## src/rtl/approx_or_adder_pipe.sv

```systemverilog
// ---------------------------------------------------------------------------
// approx_or_adder_pipe
//
// Two-stage pipelined LSB OR-approximate adder with on-chip error statistics.
// The low APPROX_LSBS result bits are the bitwise OR of the operands. The
// upper bits are an exact add, fed by the carry that the top approximated
// bit pair would have produced. A per-transaction mode bit selects a fully
// exact add instead. An exact reference sum is computed alongside every
// result, and the absolute error is reported and accumulated.
//
// Ports
//   clk, rst_n          rising-edge clock, asynchronous active-low reset
//   in_valid/in_ready   input handshake (in_ready is combinational)
//   A, B, Cin           operands and carry-in
//   mode_exact          1 = exact add for this transaction
//   out_valid/out_ready output handshake
//   S, Cout             result sum and carry-out
//   err_dist            |exact - {Cout,S}| for the presented result
//   stats_clr           synchronous clear of the statistics
//   n_samples           transferred outputs (saturating)
//   n_errors            transferred outputs with non-zero error (saturating)
//   max_err             largest transferred error
//   sum_err             sum of transferred errors (saturating)
// ---------------------------------------------------------------------------
module approx_or_adder_pipe #(
    parameter int WIDTH       = 8,
    parameter int APPROX_LSBS = 2,
    parameter int CNT_W       = 32,
    parameter int SUM_W       = 40
) (
    input  logic             clk,
    input  logic             rst_n,
    input  logic             in_valid,
    output logic             in_ready,
    input  logic [WIDTH-1:0] A,
    input  logic [WIDTH-1:0] B,
    input  logic             Cin,
    input  logic             mode_exact,
    output logic             out_valid,
    input  logic             out_ready,
    output logic [WIDTH-1:0] S,
    output logic             Cout,
    output logic [WIDTH:0]   err_dist,
    input  logic             stats_clr,
    output logic [CNT_W-1:0] n_samples,
    output logic [CNT_W-1:0] n_errors,
    output logic [WIDTH:0]   max_err,
    output logic [SUM_W-1:0] sum_err
);

    localparam int K  = APPROX_LSBS;
    localparam int EW = WIDTH + 1;
    // Accumulator add is done one bit wider than the larger operand so that
    // overflow past SUM_W is visible and can be clamped.
    localparam int AW = ((SUM_W > EW) ? SUM_W : EW) + 1;

    localparam logic [CNT_W-1:0] CNT_MAX = {CNT_W{1'b1}};
    localparam logic [CNT_W-1:0] CNT_ONE = {{(CNT_W-1){1'b0}}, 1'b1};
    localparam logic [AW-1:0]    SUM_LIM = AW'({SUM_W{1'b1}});

    // -----------------------------------------------------------------------
    // Handshake enables
    // -----------------------------------------------------------------------
    logic v1_q, v1_d;
    logic v2_q, v2_d;
    logic en1, en2;

    assign en2      = !v2_q || out_ready;
    assign en1      = !v1_q || en2;
    assign in_ready = en1;

    // -----------------------------------------------------------------------
    // Stage 1: operand register
    // -----------------------------------------------------------------------
    logic [WIDTH-1:0] a1_q, a1_d;
    logic [WIDTH-1:0] b1_q, b1_d;
    logic             cin1_q, cin1_d;
    logic             mode1_q, mode1_d;

    always_comb begin
        v1_d    = v1_q;
        a1_d    = a1_q;
        b1_d    = b1_q;
        cin1_d  = cin1_q;
        mode1_d = mode1_q;
        if (en1) begin
            v1_d = in_valid;
            if (in_valid) begin
                a1_d    = A;
                b1_d    = B;
                cin1_d  = Cin;
                mode1_d = mode_exact;
            end
        end
    end

    always_ff @(posedge clk or negedge rst_n) begin
        if (!rst_n) begin
            v1_q    <= 1'b0;
            a1_q    <= '0;
            b1_q    <= '0;
            cin1_q  <= 1'b0;
            mode1_q <= 1'b0;
        end else begin
            v1_q    <= v1_d;
            a1_q    <= a1_d;
            b1_q    <= b1_d;
            cin1_q  <= cin1_d;
            mode1_q <= mode1_d;
        end
    end

    // -----------------------------------------------------------------------
    // Arithmetic on the stage-1 operands
    // -----------------------------------------------------------------------
    logic [EW-1:0] exact_sum;
    logic [EW-1:0] approx_sum;
    logic [EW-1:0] res_sum;
    logic [EW-1:0] diff;

    assign exact_sum = {1'b0, a1_q} + {1'b0, b1_q} + {{WIDTH{1'b0}}, cin1_q};

    genvar gi;
    generate
        if (K == 0) begin : g_exact_only
            assign approx_sum = exact_sum;
        end else if (K >= WIDTH) begin : g_all_or
            logic [WIDTH-1:0] or_bits;
            for (gi = 0; gi < WIDTH; gi++) begin : g_or
                assign or_bits[gi] = a1_q[gi] | b1_q[gi];
            end
            // No exact upper part remains; the carry-out is the carry the
            // MSB pair would have generated on its own.
            assign approx_sum = {a1_q[WIDTH-1] & b1_q[WIDTH-1], or_bits};
        end else begin : g_mixed
            localparam int UW = WIDTH - K + 1;
            logic [K-1:0]  or_bits;
            logic          carry_k;
            logic [UW-1:0] upper;
            for (gi = 0; gi < K; gi++) begin : g_or
                assign or_bits[gi] = a1_q[gi] | b1_q[gi];
            end
            // Carry into the exact part comes only from the top OR'd pair;
            // Cin and lower carries are deliberately dropped.
            assign carry_k = a1_q[K-1] & b1_q[K-1];
            assign upper   = {1'b0, a1_q[WIDTH-1:K]} + {1'b0, b1_q[WIDTH-1:K]}
                           + {{(UW-1){1'b0}}, carry_k};
            assign approx_sum = {upper, or_bits};
        end
    endgenerate

    assign res_sum = mode1_q ? exact_sum : approx_sum;
    assign diff    = (exact_sum >= res_sum) ? (exact_sum - res_sum)
                                            : (res_sum - exact_sum);

    // -----------------------------------------------------------------------
    // Stage 2: result register
    // -----------------------------------------------------------------------
    logic [WIDTH-1:0] s2_q, s2_d;
    logic             cout2_q, cout2_d;
    logic [EW-1:0]    err2_q, err2_d;

    always_comb begin
        v2_d    = v2_q;
        s2_d    = s2_q;
        cout2_d = cout2_q;
        err2_d  = err2_q;
        if (en2) begin
            v2_d = v1_q;
            if (v1_q) begin
                s2_d    = res_sum[WIDTH-1:0];
                cout2_d = res_sum[WIDTH];
                err2_d  = diff;
            end
        end
    end

    always_ff @(posedge clk or negedge rst_n) begin
        if (!rst_n) begin
            v2_q    <= 1'b0;
            s2_q    <= '0;
            cout2_q <= 1'b0;
            err2_q  <= '0;
        end else begin
            v2_q    <= v2_d;
            s2_q    <= s2_d;
            cout2_q <= cout2_d;
            err2_q  <= err2_d;
        end
    end

    assign out_valid = v2_q;
    assign S         = s2_q;
    assign Cout      = cout2_q;
    assign err_dist  = err2_q;

    // -----------------------------------------------------------------------
    // Error statistics, updated on each output transfer
    // -----------------------------------------------------------------------
    logic             xfer;
    logic [CNT_W-1:0] n_samples_q, n_samples_d;
    logic [CNT_W-1:0] n_errors_q, n_errors_d;
    logic [EW-1:0]    max_err_q, max_err_d;
    logic [SUM_W-1:0] sum_err_q, sum_err_d;
    logic [AW-1:0]    sum_wide;
    logic [SUM_W-1:0] sum_sat;

    assign xfer     = v2_q && out_ready;
    assign sum_wide = AW'(sum_err_q) + AW'(err2_q);
    assign sum_sat  = (sum_wide > SUM_LIM) ? {SUM_W{1'b1}} : sum_wide[SUM_W-1:0];

    always_comb begin
        n_samples_d = n_samples_q;
        n_errors_d  = n_errors_q;
        max_err_d   = max_err_q;
        sum_err_d   = sum_err_q;
        // Clear has priority: a transfer in the same cycle is not counted.
        if (stats_clr) begin
            n_samples_d = '0;
            n_errors_d  = '0;
            max_err_d   = '0;
            sum_err_d   = '0;
        end else if (xfer) begin
            if (n_samples_q != CNT_MAX) begin
                n_samples_d = n_samples_q + CNT_ONE;
            end
            if ((err2_q != '0) && (n_errors_q != CNT_MAX)) begin
                n_errors_d = n_errors_q + CNT_ONE;
            end
            if (err2_q > max_err_q) begin
                max_err_d = err2_q;
            end
            sum_err_d = sum_sat;
        end
    end

    always_ff @(posedge clk or negedge rst_n) begin
        if (!rst_n) begin
            n_samples_q <= '0;
            n_errors_q  <= '0;
            max_err_q   <= '0;
            sum_err_q   <= '0;
        end else begin
            n_samples_q <= n_samples_d;
            n_errors_q  <= n_errors_d;
            max_err_q   <= max_err_d;
            sum_err_q   <= sum_err_d;
        end
    end

    assign n_samples = n_samples_q;
    assign n_errors  = n_errors_q;
    assign max_err   = max_err_q;
    assign sum_err   = sum_err_q;

endmodule
```

## config.mk

```make
export PLATFORM = sky130hd
export DESIGN_NAME = approx_or_adder_pipe
export DESIGN_NICKNAME = d
export VERILOG_FILES = /design/src/rtl/approx_or_adder_pipe.sv
export SDC_FILE = /design/constraint.sdc
export NUM_CORES = 1
export LEC_CHECK = 0
export CORE_AREA = 4 4 135 137
export CTS_CLUSTER_SIZE = 8
export DETAILED_ROUTE_END_ITERATION = 16
export DIE_AREA = 0 0 139 141
export GPL_ROUTABILITY_DRIVEN = 0
export PLACE_DENSITY = 0.82
export SLEW_MARGIN = 20
export SYNTH_ARGS = -nofsm -noshare
export SYNTH_HDL_FRONTEND = slang
export SYNTH_SLANG_ARGS = --single-unit
```

## constraint.sdc

```tcl
create_clock -name clk -period 5.9 [get_ports clk]
set_clock_uncertainty 0.15 [all_clocks]
set_input_delay 1.18 -clock clk [delete_from_list [all_inputs] [get_ports clk]]
set_output_delay 1.18 -clock clk [all_outputs]
set_load 0.01 [all_outputs]
```

==> results.md, run 1 <==
Outcome:
- The flow ran to the end, and the final reports show no timing, DRC or antenna violations.

Critical path:
- The worst register-to-register path begins at a1_q[0].
- The worst setup path is of the register to register kind.
- The most critical setup path has its startpoint at a1_q[0].
- The kind of cell adding the most delay to the critical path is compound AO/OA/AOI/OAI gates.
- Counting cells, the worst reg-to-reg path comes to 18.
- The reg-to-reg critical path endpoint is err_dist[6].
- The minimum setup slack among reg-to-reg paths is 1.15 ns.
- The critical path goes through fa_1 > inv_1 > fa_1 > nor2b_1 > o21ai_0 > nand2b_1 > nor2_1 > a21oi_1 > xnor2_1 > ha_1 > o211ai_1 > a21oi_1 > o41ai_4 > a21oi_4 > mux2_4 > a2111oi_4 > xor2_1 > o21ai_1.
- The kind of end point of the critical path is a register.
- The slowest stage of the critical path belongs to the cell sky130_fd_sc_hd__ha_1.
- The buffer and inverter count on the worst path is 1.
- The delay of the slowest cell on the worst path is 0.53 ns.
- The critical path data arrival time is 4.87 ns.
- For the worst setup path, the data required time is 6.02 ns.
- The startpoint type of the worst setup path is a register.
- In this run the worst path has a maximum fanout of 9.

Logic synthesis:
- The cell accounting for the most synthesized area is sky130_fd_sc_hd__dfrtp_1.
- The post-synthesis async set-or-reset flop share is 1.00.
- The total of flip-flops plus latches after synthesis is 151.
- The area share of the largest cell type after synthesis is 0.416.
- The count of warnings emitted by yosys is 0.
- Yosys mapped a number of flops with a built-in enable equal to 0.
- In the post-synthesis netlist, the biggest area contributors are sky130_fd_sc_hd__dfrtp_1 (42%), sky130_fd_sc_hd__ha_1 (6.3%), sky130_fd_sc_hd__nor2_1 (4.0%), sky130_fd_sc_hd__xor2_1 (4.0%), sky130_fd_sc_hd__nand2_1 (3.5%).
- Synthesis handed over a netlist of 962 instances.
- Counting every net in the synthesized netlist gives 1038.
- A synthesized cell averages 9.44 µm².
- The main flop type after synthesis is sky130_fd_sc_hd__dfrtp_1.
- Yosys mapped the design onto 70 distinct sky130hd cell types.
- The mapped netlist covers 9080 µm².
- For this run, the register share of the synthesized area comes to 0.416.

Worst hold path:
- The worst hold path terminates at S[0].
- The path category of the worst min-delay check is register to register.
- The worst hold path cell count is 2.
- The startpoint identified for the worst hold timing path is S[0].

GRT:
- The met2 demand-to-capacity share in global routing is 0.400.
- The met1 layer usage reported by global route is 0.319.
- The number of antenna violations at the first check in global routing is 0.
- The overall fraction of global-route tracks in use is 0.245.
- After global routing the overflow that remains totals 0.
- For this run, global-route usage on met3 was measured as 0.0539.
- The most used routing layer is met2.
- The first global-routing pass estimated 39.8 mm of wire.
- The pin count of the biggest net entering global routing is 109.
- The number of global-route vias before repair is 7793.

Finish:
- Compared with the post-synthesis result, the final layout area differs by 26.8%.
- The most common cell after layout, fill and taps aside is sky130_fd_sc_hd__clkdlybuf4s50_1.
- The share of final-layout standard cells stronger than drive strength 1 is 0.0804.
- Counting the fill cells in the layout gives 1349.
- The end-of-flow core utilization is 0.676.
- Leaving out filler cells and counting taps, the final layout contains 1345.
- In the layout the commonest cells are sky130_fd_sc_hd__clkdlybuf4s50_1 (153), sky130_fd_sc_hd__dfrtp_1 (151), sky130_fd_sc_hd__nor2_1 (96).
- 0 antenna diodes ended up in the layout.
- The final layout contains 1183 nets.

Detailed routing:
- The number of design-rule violations left by the first detailed-router iteration is 583.
- Dividing the detail-routed via count by the number of cells gives 5.85.
- For this block, the via count after detailed routing is 7863.
- The detail route stage leaves a number of antenna-violating nets equal to 0.
- The iteration count of the initial detailed-routing pass is 5.
- In the final routed layout, each cell accounts on average for 17.7 µm.
- Wires add up to 23.8 mm.
- After detailed routing, the number of remaining DRC violations is 0.

Power:
- The share of total power dissipated in combinational logic is 0.436.
- The analysis attributes to cell leakage a power of 4.93 nW.
- Power spread over the standard cell area amounts to 392 nW/µm².
- Summed over all nets, the switching power comes to 1.71 mW.
- The internal power is 2.81 mW.
- The switching fraction of total power is 0.378.
- The worst vdd rail ir drop is 286 µV.
- The share of total power in sequential cells is 0.287.
- The fraction of power consumed by the clock network is 0.277.

Timing:
- Setup repair after global routing left no endpoint under its margin.
- The maximum frequency from static timing analysis is 210 MHz.
- The share of the clock period used by the worst path after layout is 0.806.
- The smallest clock period supported by the final layout is computed as 4.75 ns.
- The number of failing hold endpoints at the final stage is 0.
- The final total negative setup slack is 0 ns.
- Headroom to the max-slew limit came out at 0.313.
- The max-slew violation count came to 0.
- The worst path meets setup with 1.15 ns of slack.
- Setup violations remaining at the end of the flow were counted as 0.
- At the pin with the least slew margin, the transition time is 1.03 ns.

Floorplan:
- The number of top-level pins is 156.
- The starting density of the core is 0.533.
- The core region is 17100 µm².
- The overall die area is 19600 µm².
- The die is 141 µm tall.
- The horizontal die dimension is 139 µm.
- The number of placement rows is 48.

Clock network:
- The longest clock path from root to sink contains 2 buffers.
- The hold-fix buffer count after cts is 0.
- After clock tree synthesis, the repair step resized 0 gates.
- The clock drives 151 sinks.
- In this run the number of H-tree levels came out at 4.
- The post-CTS clock slew at the launch and capture registers of the worst setup and hold paths is 0.06 ns.
- The clock insertion delay at the later pin of the skew report is 0.43 ns.
- The clock buffer count from CTS is 17.
- The CTS tree is done.
- The post-CTS setup buffer count is 0.
- The buffer type at the clock tree root is sky130_fd_sc_hd__clkbuf_16.

Place:
- The half-perimeter wire length after detailed placement is 16.4 mm.
- Prior to clock tree synthesis, the placed netlist has a worst setup slack of 1.31 ns.
- The number of placed instances, taps included, is 1312.
- Input and output buffers added on the ports amount to 155.

Run:
- The number of max-capacitance violations reported is 0.
-- synth_stat cells (16+ instances only) --
master / n
sky130_fd_sc_hd__inv_1: 56
sky130_fd_sc_hd__nand3_1: 37
sky130_fd_sc_hd__o21ai_0: 51
sky130_fd_sc_hd__dfrtp_1: 151
sky130_fd_sc_hd__xor2_1: 41
sky130_fd_sc_hd__nor2_1: 96
sky130_fd_sc_hd__mux2_2: 22
sky130_fd_sc_hd__nand2_1: 84
sky130_fd_sc_hd__mux2i_1: 16
sky130_fd_sc_hd__clkbuf_1: 32
sky130_fd_sc_hd__ha_1: 46
sky130_fd_sc_hd__and3_1: 23
sky130_fd_sc_hd__nand4_1: 26
sky130_fd_sc_hd__a21oi_1: 44
sky130_fd_sc_hd__a31oi_1: 19
sky130_fd_sc_hd__xnor2_1: 32
sky130_fd_sc_hd__nor3_1: 23
-- metrics by stage --
stage,total power [mW],cell area [µm²],hold WS (ns)
2_1_floorplan,2.68,9080,0.334
3_3_place_gp,3.17,10800,0.313
3_5_place_dp,3.23,10800,0.323
4_1_cts,4.51,11500,0.337
5_1_grt,4.80,11500,0.373
6_report,4.52,11500,0.331
-- cells by family (layout without fill, tap and decap cells) --
kind of cell             Yosys count  after routing  share of synthesized area
AO/OA/AOI/OAI                    206            206                      0.160
buffers and inverters             93            251                     0.0395
adder cells (fa/ha/maj)           53             53                     0.0788
multiplexers                      39             39                     0.0465
AND/OR/NAND/NOR                  347            347                      0.189
XOR/XNOR                          73             73                     0.0704
flip-flops                       151            151                      0.416
-- power groups by stage --
stage	Combinational (mW)	Clock (mW)	Sequential [mW]
2_1_floorplan	1.38	0	1.30
3_3_place_gp	1.87	0	1.30
3_5_place_dp	1.92	0	1.31
4_1_cts	1.95	1.27	1.29
5_1_grt	2.17	1.32	1.31
6_report	1.97	1.25	1.30
-- state kept, by name, indices dropped and copies added, names as in the netlist, 8 cells and up --
signal     flops
b1_q           8
n_errors      32
a1_q           8
max_err        9
sum_err       40
S              8
err_dist       9
n_samples     32
-- per-layer routing --
metal / routed length [µm] / share of wire / up-vias
met5: 0 / 0 / -
met4: 703 / 0.030 / 0
met3: 1420 / 0.060 / 65
met2: 11600 / 0.49 / 281
met1: 10100 / 0.42 / 3788
li1: - / - / 3729
-- worst min-delay path: stages, from the launching register on --
cell	delay, ns
sky130_fd_sc_hd__dfrtp_1	0.34
sky130_fd_sc_hd__nand2_1	0.05
sky130_fd_sc_hd__o21ai_0	0.06
-- worst max-delay path by stage --
stage,to,depth (start not counted)
after detailed placement,err_dist[6],18
after global placement,err_dist[6],19
final,err_dist[6],18
after global routing,err_dist[6],18
after CTS,err_dist[6],18
after floorplan,err_dist[8],20
-- area by class of cell --
cell class,count,area (µm²),area share
clock buffer,17,425,0.0369
clock inverter,15,251,0.0218
inverter,57,214,0.0186
multi-input combinational,718,4950,0.430
sequential,151,3780,0.328
tap,225,282,0.0244
timing repair buffer,162,1620,0.141
Power figures use the tool's default switching activity.
==> run 2, diff against run 1 <==
Settings changed: CORE_AREA 4 4 135 137 to 4 4 142 144, DIE_AREA 0 0 139 141 to 0 0 146 148, PLACE_DENSITY 0.82 to 0.78.
Clock period 5.9 ns to 4.25 ns, I/O delays scaled along.
==> results.md, run 2 (synthesis gave the netlist of run 1 again) <==
Critical path:
- The minimum setup slack among reg-to-reg paths is -0.02 ns (was 1.15 ns).
- The library cell contributing the largest single delay on the critical path is sky130_fd_sc_hd__a2111oi_4 (was sky130_fd_sc_hd__ha_1).
- The classification of the worst setup path was register to register (unchanged).
- The critical path data arrival time came to 4.38 ns (was 4.87 ns).
- The launching point of the worst reg2reg path is a1_q[0] (unchanged).
- The startpoint type of the worst setup path is a register (unchanged).
- The buffer and inverter count on the worst path is 1 (unchanged).
- The delay of the slowest cell on the worst path is 0.42 ns (was 0.53 ns).
- The kind of cell adding the most delay to the critical path is compound AO/OA/AOI/OAI gates (unchanged).
- The kind of end point of the critical path is a register (unchanged).
- The reg-to-reg critical path endpoint is err_dist[6] (unchanged).
- The worst-path maximum fanout is 5 (was 9).
- The critical path data required time came to 4.36 ns (was 6.02 ns).
- Crit path cell chain: fa_2 > inv_2 > fa_2 > nor2b_1 > o21ai_1 > nand2b_1 > nor2_1 > a21oi_2 > a31oi_1 > xor2_1 > ha_2 > nand4_1 > nor2_2 > nor3_4 > a21oi_4 > mux2_4 > a2111oi_4 > xor2_1 > o21ai_1 (was fa_1 > inv_1 > fa_1 > nor2b_1 > o21ai_0 > nand2b_1 > nor2_1 > a21oi_1 > xnor2_1 > ha_1 > o211ai_1 > a21oi_1 > o41ai_4 > a21oi_4 > mux2_4 > a2111oi_4 > xor2_1 > o21ai_1).
- The cell count of the worst reg-to-reg path is 19 (was 18).

Worst hold path:
- The worst hold path cell count is 2 (unchanged).
- The worst min-delay path endpoint was S[4] (was S[0]).
- The worst min-delay path startpoint is S[4] (was S[0]).
- The path category of the worst min-delay check is register to register (unchanged).

GRT:
- The number of global-route vias before repair is 7674 (was 7793).
- The wire length of the first global-routing pass is 39.5 mm (was 39.8 mm).
- The global route total overflow is 0 (unchanged).
- The pin count of the biggest net entering global routing is 87 (was 109).
- The overall fraction of global-route tracks in use is 0.220 (was 0.245).
- The number of antenna violations at the first check in global routing is 0 (unchanged).

Timing:
- The number of endpoints failing setup at the final stage is 1 (was 0).
- The final worst setup slack was -0.0238 ns (was 1.15 ns).
- The maximum frequency from static timing analysis is 234 MHz (was 210 MHz).
- The max-slew violation count is 0 (unchanged).
- The number of failing hold endpoints at the final stage is 0 (unchanged).
- The headroom to the max-slew limit is 0.350 (was 0.313).
- The share of the clock period used by the worst path after layout is 1.01 (was 0.806).
- The transition time of the tightest slew-check pin came to 0.973 ns (was 1.03 ns).
- The worst hold slack across all endpoints came to 0.332 ns (was 0.331 ns).
- The final total negative setup slack was -0.0238 ns (was 0 ns).
- Setup repair after global routing missed its margin: yes (was no).
- The final critical-path required period is 4.27 ns (was 4.75 ns).

Floorplan:
- The overall die area is 21600 µm² (was 19600 µm²).
- The number of placement rows is 50 (was 48).
- The horizontal die dimension is 146 µm (was 139 µm).
- The height of the die is 148 µm (was 141 µm).
- The starting density of the core is 0.486 (was 0.533).
- The number of top-level pins is 156 (unchanged).
- The core area came to 18700 µm² (was 17100 µm²).

Finish:
- The area overhead of the layout relative to synthesis came to 28.7% (was 26.8%).
- The share of final-layout standard cells stronger than drive strength 1 is 0.111 (was 0.0804).
- The area used by multi-input combinational logic is 5050 µm² (was 4950 µm²).
- The number of nets in the layout came to 1203 (was 1183).
- The count of non-filler cells in the finished layout is 1374 (was 1345).
- The most common cell after layout, fill and taps aside is sky130_fd_sc_hd__clkdlybuf4s50_1 (unchanged).
- The number of antenna repair diodes was 0 (unchanged).
- The register area is 3780 µm² (unchanged).
- Commonest cells after routing, fill and taps aside: sky130_fd_sc_hd__clkdlybuf4s50_1 (153), sky130_fd_sc_hd__dfrtp_1 (151), sky130_fd_sc_hd__nor2_1 (95) (was sky130_fd_sc_hd__clkdlybuf4s50_1 (153), sky130_fd_sc_hd__dfrtp_1 (151), sky130_fd_sc_hd__nor2_1 (96)).
- The flip-flop count of the largest register after layout is 40 (unchanged).
- The count of fill cells added during filler insertion is 1533 (was 1349).

Clock network:
- The clock buffer count from CTS is 17 (unchanged).
- The number of sinks handled by clock tree synthesis is 151 (unchanged).
- The clock insertion delay at the later pin of the skew report is 0.42 ns (was 0.43 ns).
- The buffer type at the clock tree root is sky130_fd_sc_hd__clkbuf_16 (unchanged).
- The number of H-tree levels is 4 (unchanged).
- The post-CTS clock slew at the launch and capture registers of the worst setup and hold paths was 0.06 ns (about the same).
- The hold-fix buffer count after cts is 0 (unchanged).
- The CTS tree is done (unchanged).
- The clock tree buffer depth was 2 (unchanged).

Detailed routing:
- The number of antenna-violating nets in the routed design is 0 (unchanged).
- The total wire length came to 23.9 mm (was 23.8 mm).
- The number of design-rule violations left by the first detailed-router iteration is 521 (was 583).
- The residual DRC count is 0 (unchanged).
- The total number of vias is 7893 (was 7863).
- The routed wirelength normalized by instance count was 17.4 µm (was 17.7 µm).
- The iteration count of the initial detailed-routing pass is 5 (unchanged).
- The routed via count divided by cell count is 5.74 (was 5.85).

Power:
- The total power consumption of the routed design is 6.42 mW (was 4.52 mW).
- The worst vdd rail ir drop is 393 µV (was 286 µV).
- The total power divided by cell area is 549 nW/µm² (was 392 nW/µm²).
- The leakage power summed over all cells came to 4.99 nW (was 4.93 nW).

Place:
- The number of instances in the placed design is 1336 (was 1312).
- The placement-stage worst setup slack was -0.0851 ns (was 1.31 ns).
- The total of buffers placed on input and output ports was 155 (unchanged).
- The half-perimeter wire length after detailed placement is 16.8 mm (was 16.4 mm).

Run:
- The number of max-capacitance violations reported is 0 (unchanged).

Outcome:
- Result of the run: finished, violations left (was complete, no violations).
- The checks that failed: setup timing.
==> run 2: cell count changes in the layout (fill, tap and decap cells not counted), moves of 4 or more <==
| cell | change |
|---|---|
| sky130_fd_sc_hd__clkinvlp_4 | +4 |
| sky130_fd_sc_hd__buf_4 | +20 |
| sky130_fd_sc_hd__clkinv_4 | -4 |
| sky130_fd_sc_hd__bufinv_16 | -4 |
==> run 2: cell type report <==
type / count / area share
clock buffers: 18 / 0.0367
clock inverters: 14 / 0.0141
inverters: 57 / 0.0183
multi-input cells: 718 / 0.432
flip-flops and latches: 151 / 0.323
well taps: 234 / 0.0250
repair buffers: 182 / 0.151
==> run 2: repair_timing <==
action | 4_1_cts | 5_1_grt
pin swaps | 6 | 13
endpoints found under the setup margin | 3 | 6
buffers inserted | 1 | 5
resized for setup | 13 | 11
==> run 2: routing by layer <==
layer	wire length (µm)	vias to the layer above	global-route usage
met1	10800	3871	0.296
met4	510	0	0.0715
met5	0	-	0
li1	-	3763	-
met3	1030	40	0.0395
met2	11600	219	0.365
==> run 2: worst max path at each step <==
stage                     startpoint          end  slack [ns]  depth (start not counted)
final                        a1_q[0]  err_dist[6]       -0.02                         19
after CTS                    a1_q[0]  err_dist[6]       0.002                         19
after floorplan              a1_q[0]  err_dist[8]        0.08                         20
after global routing         a1_q[0]  err_dist[6]       -0.24                         19
after detailed placement     b1_q[1]  err_dist[6]       -0.09                         15
after global placement       a1_q[1]  err_dist[6]        0.03                         16
==> run 2: per-stage QoR <==
stage / area, µm² / util
floorplan: 9080 / -
global placement: 11000 / 0.585
detailed placement: 11000 / 0.585
CTS: 11600 / 0.621
global route: 11700 / 0.625
finish: 11700 / 0.625
==> run 2: power by group <==
part / total, mW / switching, mW / internal [mW]
clock network: 1.54 / 0.655 / 0.882
logic: 3.09 / 1.65 / 1.44
registers: 1.79 / 0.202 / 1.59
total: 6.42 / 2.51 / 3.91
==> run 2: worst min-delay path: cells and delay by family, from the launching register on <==
kind | cells | cell delay (ns)
flops | 1 | 0.34
simple gates | 1 | 0.04
compound gates | 1 | 0.06
==> run 3, diff against run 2 <==
==> constraint.sdc (replaced) <==
create_clock -name clk -period 4.25 [get_ports clk]
set_clock_uncertainty 0.15 [all_clocks]
set_input_delay 1.0625 -clock clk [delete_from_list [all_inputs] [get_ports clk]]
set_output_delay 1.0625 -clock clk [all_outputs]
set_load 0.01 [all_outputs]
==> results.md, run 3 (synthesis gave the netlist of run 1 again) <==
Outcome:
- Result of the run: finished, violations left (unchanged).
- Failing checks: setup timing (unchanged).

Floorplan:
- The number of top-level pins is 156 (unchanged).
- The starting density of the core is 0.486 (unchanged).
- The number of placement rows is 50 (unchanged).
- The height of the die is 148 µm (unchanged).
- The overall die area is 21600 µm² (unchanged).
- The horizontal die dimension is 146 µm (unchanged).
- The core area came to 18700 µm² (unchanged).

Critical path:
- The worst-path maximum fanout is 5 (unchanged).
- The reg-to-reg critical path endpoint was err_dist[6] (unchanged).
- The critical path data arrival time was 4.42 ns (was 4.38 ns).
- The critical path data required time is 4.37 ns (was 4.36 ns).
- The startpoint type of the worst setup path is a register (unchanged).
- The minimum setup slack among reg-to-reg paths is -0.05 ns (was -0.02 ns).
- The cell count of the worst reg-to-reg path was 19 (unchanged).
- The classification of the worst setup path is register to register (unchanged).
- The launching point of the worst reg2reg path is cin1_q (was a1_q[0]).
- The kind of end point of the critical path was a register (unchanged).
- The startpoint of the most critical setup path is cin1_q (was a1_q[0]).
- The end of the critical path is err_dist[6] (unchanged).

Finish:
- The flip-flop count of the largest register after layout is 40 (unchanged).
- The area overhead of the layout relative to synthesis is 28.5% (was 28.7%).
- The post-route cell area was 11700 µm² (about the same).
- The count of non-filler cells in the finished layout came to 1375 (was 1374).
- The number of nets in the layout is 1204 (was 1203).
- The most common cell after layout, fill and taps aside is sky130_fd_sc_hd__clkdlybuf4s50_1 (unchanged).
- Commonest cells after routing, fill and taps aside: sky130_fd_sc_hd__clkdlybuf4s50_1 (153), sky130_fd_sc_hd__dfrtp_1 (151), sky130_fd_sc_hd__nor2_1 (94) (was sky130_fd_sc_hd__clkdlybuf4s50_1 (153), sky130_fd_sc_hd__dfrtp_1 (151), sky130_fd_sc_hd__nor2_1 (95)).
- The number of antenna repair diodes is 0 (unchanged).
- The share of final-layout standard cells stronger than drive strength 1 is 0.110 (was 0.111).

Timing:
- The maximum frequency from static timing analysis is 232 MHz (was 234 MHz).
- The transition time of the tightest slew-check pin came to 0.864 ns (was 0.973 ns).
- Setup repair after global routing missed its margin: yes (unchanged).
- The share of the clock period used by the worst path after layout is 1.01 (about the same).
- The number of endpoints failing setup at the final stage is 2 (was 1).
- The final worst setup slack is -0.0523 ns (was -0.0238 ns).
- The worst hold slack across all endpoints is 0.327 ns (was 0.332 ns).
- The final critical-path required period was 4.30 ns (was 4.27 ns).
- The number of failing hold endpoints at the final stage was 0 (unchanged).
- The headroom to the max-slew limit is 0.424 (was 0.350).
- The max-slew violation count was 0 (unchanged).

GRT:
- The wire length of the first global-routing pass was 40.2 mm (was 39.5 mm).
- The overall fraction of global-route tracks in use is 0.224 (was 0.220).
- The global route total overflow is 0 (unchanged).
- The number of global-route vias before repair is 7829 (was 7674).
- The pin count of the biggest net entering global routing is 97 (was 87).
- The number of antenna violations at the first check in global routing is 0 (unchanged).

Detailed routing:
- The routed wirelength normalized by instance count is 17.4 µm (about the same).
- The residual DRC count was 0 (unchanged).
- The total number of vias is 7879 (was 7893).
- The iteration count of the initial detailed-routing pass is 5 (unchanged).
- The number of design-rule violations left by the first detailed-router iteration is 534 (was 521).
- The routed via count divided by cell count was 5.73 (was 5.74).
- The total wire length is 23.9 mm (about the same).
- The number of antenna-violating nets in the routed design is 0 (unchanged).

Place:
- The number of instances in the placed design is 1336 (unchanged).
- The cell area reported after detailed placement is 11000 µm² (about the same).
- The half-perimeter wire length after detailed placement is 16.7 mm (was 16.8 mm).
- The total of buffers placed on input and output ports is 155 (unchanged).

Clock network:
- The number of sinks handled by clock tree synthesis came to 151 (unchanged).
- The clock buffer count from CTS came to 17 (unchanged).
- The clock insertion delay at the later pin of the skew report is 0.43 ns (was 0.42 ns).
- The number of H-tree levels came to 4 (unchanged).
- The CTS tree is done (unchanged).
- The clock tree buffer depth is 2 (unchanged).
- The post-CTS clock slew at the launch and capture registers of the worst setup and hold paths came to 0.07 ns (was 0.06 ns).
- The buffer type at the clock tree root was sky130_fd_sc_hd__clkbuf_16 (unchanged).

Power:
- The worst vdd rail ir drop is 380 µV (was 393 µV).
- The leakage power summed over all cells was 4.99 nW (about the same).
- The total power divided by cell area is 547 nW/µm² (was 549 nW/µm²).

Run:
- The number of max-capacitance violations reported came to 0 (unchanged).

Worst hold path:
- The path category of the worst min-delay check is register to register (unchanged).
[run 3: worst min path at each step]
| stage | start | end | slack, ns | depth (start not counted) |
|---|---|---|---|---|
| after floorplan | b1_q[4] | b1_q[4] | 0.33 | 1 |
| after global placement | S[0] | S[0] | 0.31 | 2 |
| after detailed placement | S[0] | S[0] | 0.32 | 2 |
| after CTS | S[0] | S[0] | 0.34 | 2 |
| after global routing | S[0] | S[0] | 0.35 | 2 |
| final | S[0] | S[0] | 0.33 | 2 |
[run 3: per-stage QoR]
step	utilization	setup WS (ns)	setup TNS (ns)	power, mW
global placement	0.586	0.0354	0	4.56
CTS	0.622	0.00234	0	6.31
global route	0.624	-0.249	-0.922	6.80
floorplan	-	0.0780	0	3.72
detailed placement	0.586	-0.0894	-0.162	4.65
finish	0.624	-0.0523	-0.0760	6.38
[run 3: timing repair]
action                                  in CTS  in global routing
endpoints found under the setup margin       4                  6
setup buffers                                4                  3
pin swaps                                    9                 12
endpoints found under the hold margin        0                  0
hold buffers                                 0                  0
gates resized for setup                     12                  7
[run 3: area by class of cell]
cell class | count | area [µm²]
Clock buffer | 17 | 425
Clock inverter | 15 | 163
Fill cell | 1532 | 7040
Inverter | 57 | 214
Multi-Input combinational cell | 718 | 5010
Sequential cell | 151 | 3780
Tap cell | 234 | 293
Timing Repair Buffer | 183 | 1780
[run 3: metal layers]
metal / GRT usage / part of all wire / up-vias
li1: - / - / 3770
met1: 0.296 / 0.44 / 3818
met2: 0.368 / 0.48 / 246
met3: 0.0487 / 0.055 / 45
met4: 0.0786 / 0.024 / 0
met5: 0 / 0 / -
[run 3: critical path: stages (launching register included)]
cell	delay (ns)
sky130_fd_sc_hd__dfrtp_1	0.41
sky130_fd_sc_hd__fa_2	0.40
sky130_fd_sc_hd__inv_2	0.07
sky130_fd_sc_hd__fa_2	0.19
sky130_fd_sc_hd__nor2b_1	0.05
sky130_fd_sc_hd__o21ai_1	0.12
sky130_fd_sc_hd__nand2b_1	0.10
sky130_fd_sc_hd__nor2_2	0.14
sky130_fd_sc_hd__a21oi_2	0.07
sky130_fd_sc_hd__a31oi_1	0.22
sky130_fd_sc_hd__xor2_1	0.23
sky130_fd_sc_hd__ha_2	0.33
sky130_fd_sc_hd__nand4_1	0.15
sky130_fd_sc_hd__nor2_2	0.08
sky130_fd_sc_hd__nor3_4	0.34
sky130_fd_sc_hd__a21oi_4	0.12
sky130_fd_sc_hd__mux2_4	0.35
sky130_fd_sc_hd__a2111oi_4	0.36
sky130_fd_sc_hd__xor2_1	0.18
sky130_fd_sc_hd__o21ai_1	0.07
[run 3: where the power goes]
part / switching [mW] / internal, mW / total (mW)
Sequential: 0.197 / 1.59 / 1.79
Clock: 0.680 / 0.831 / 1.51
Combinational: 1.66 / 1.43 / 3.09
Total: 2.53 / 3.85 / 6.38
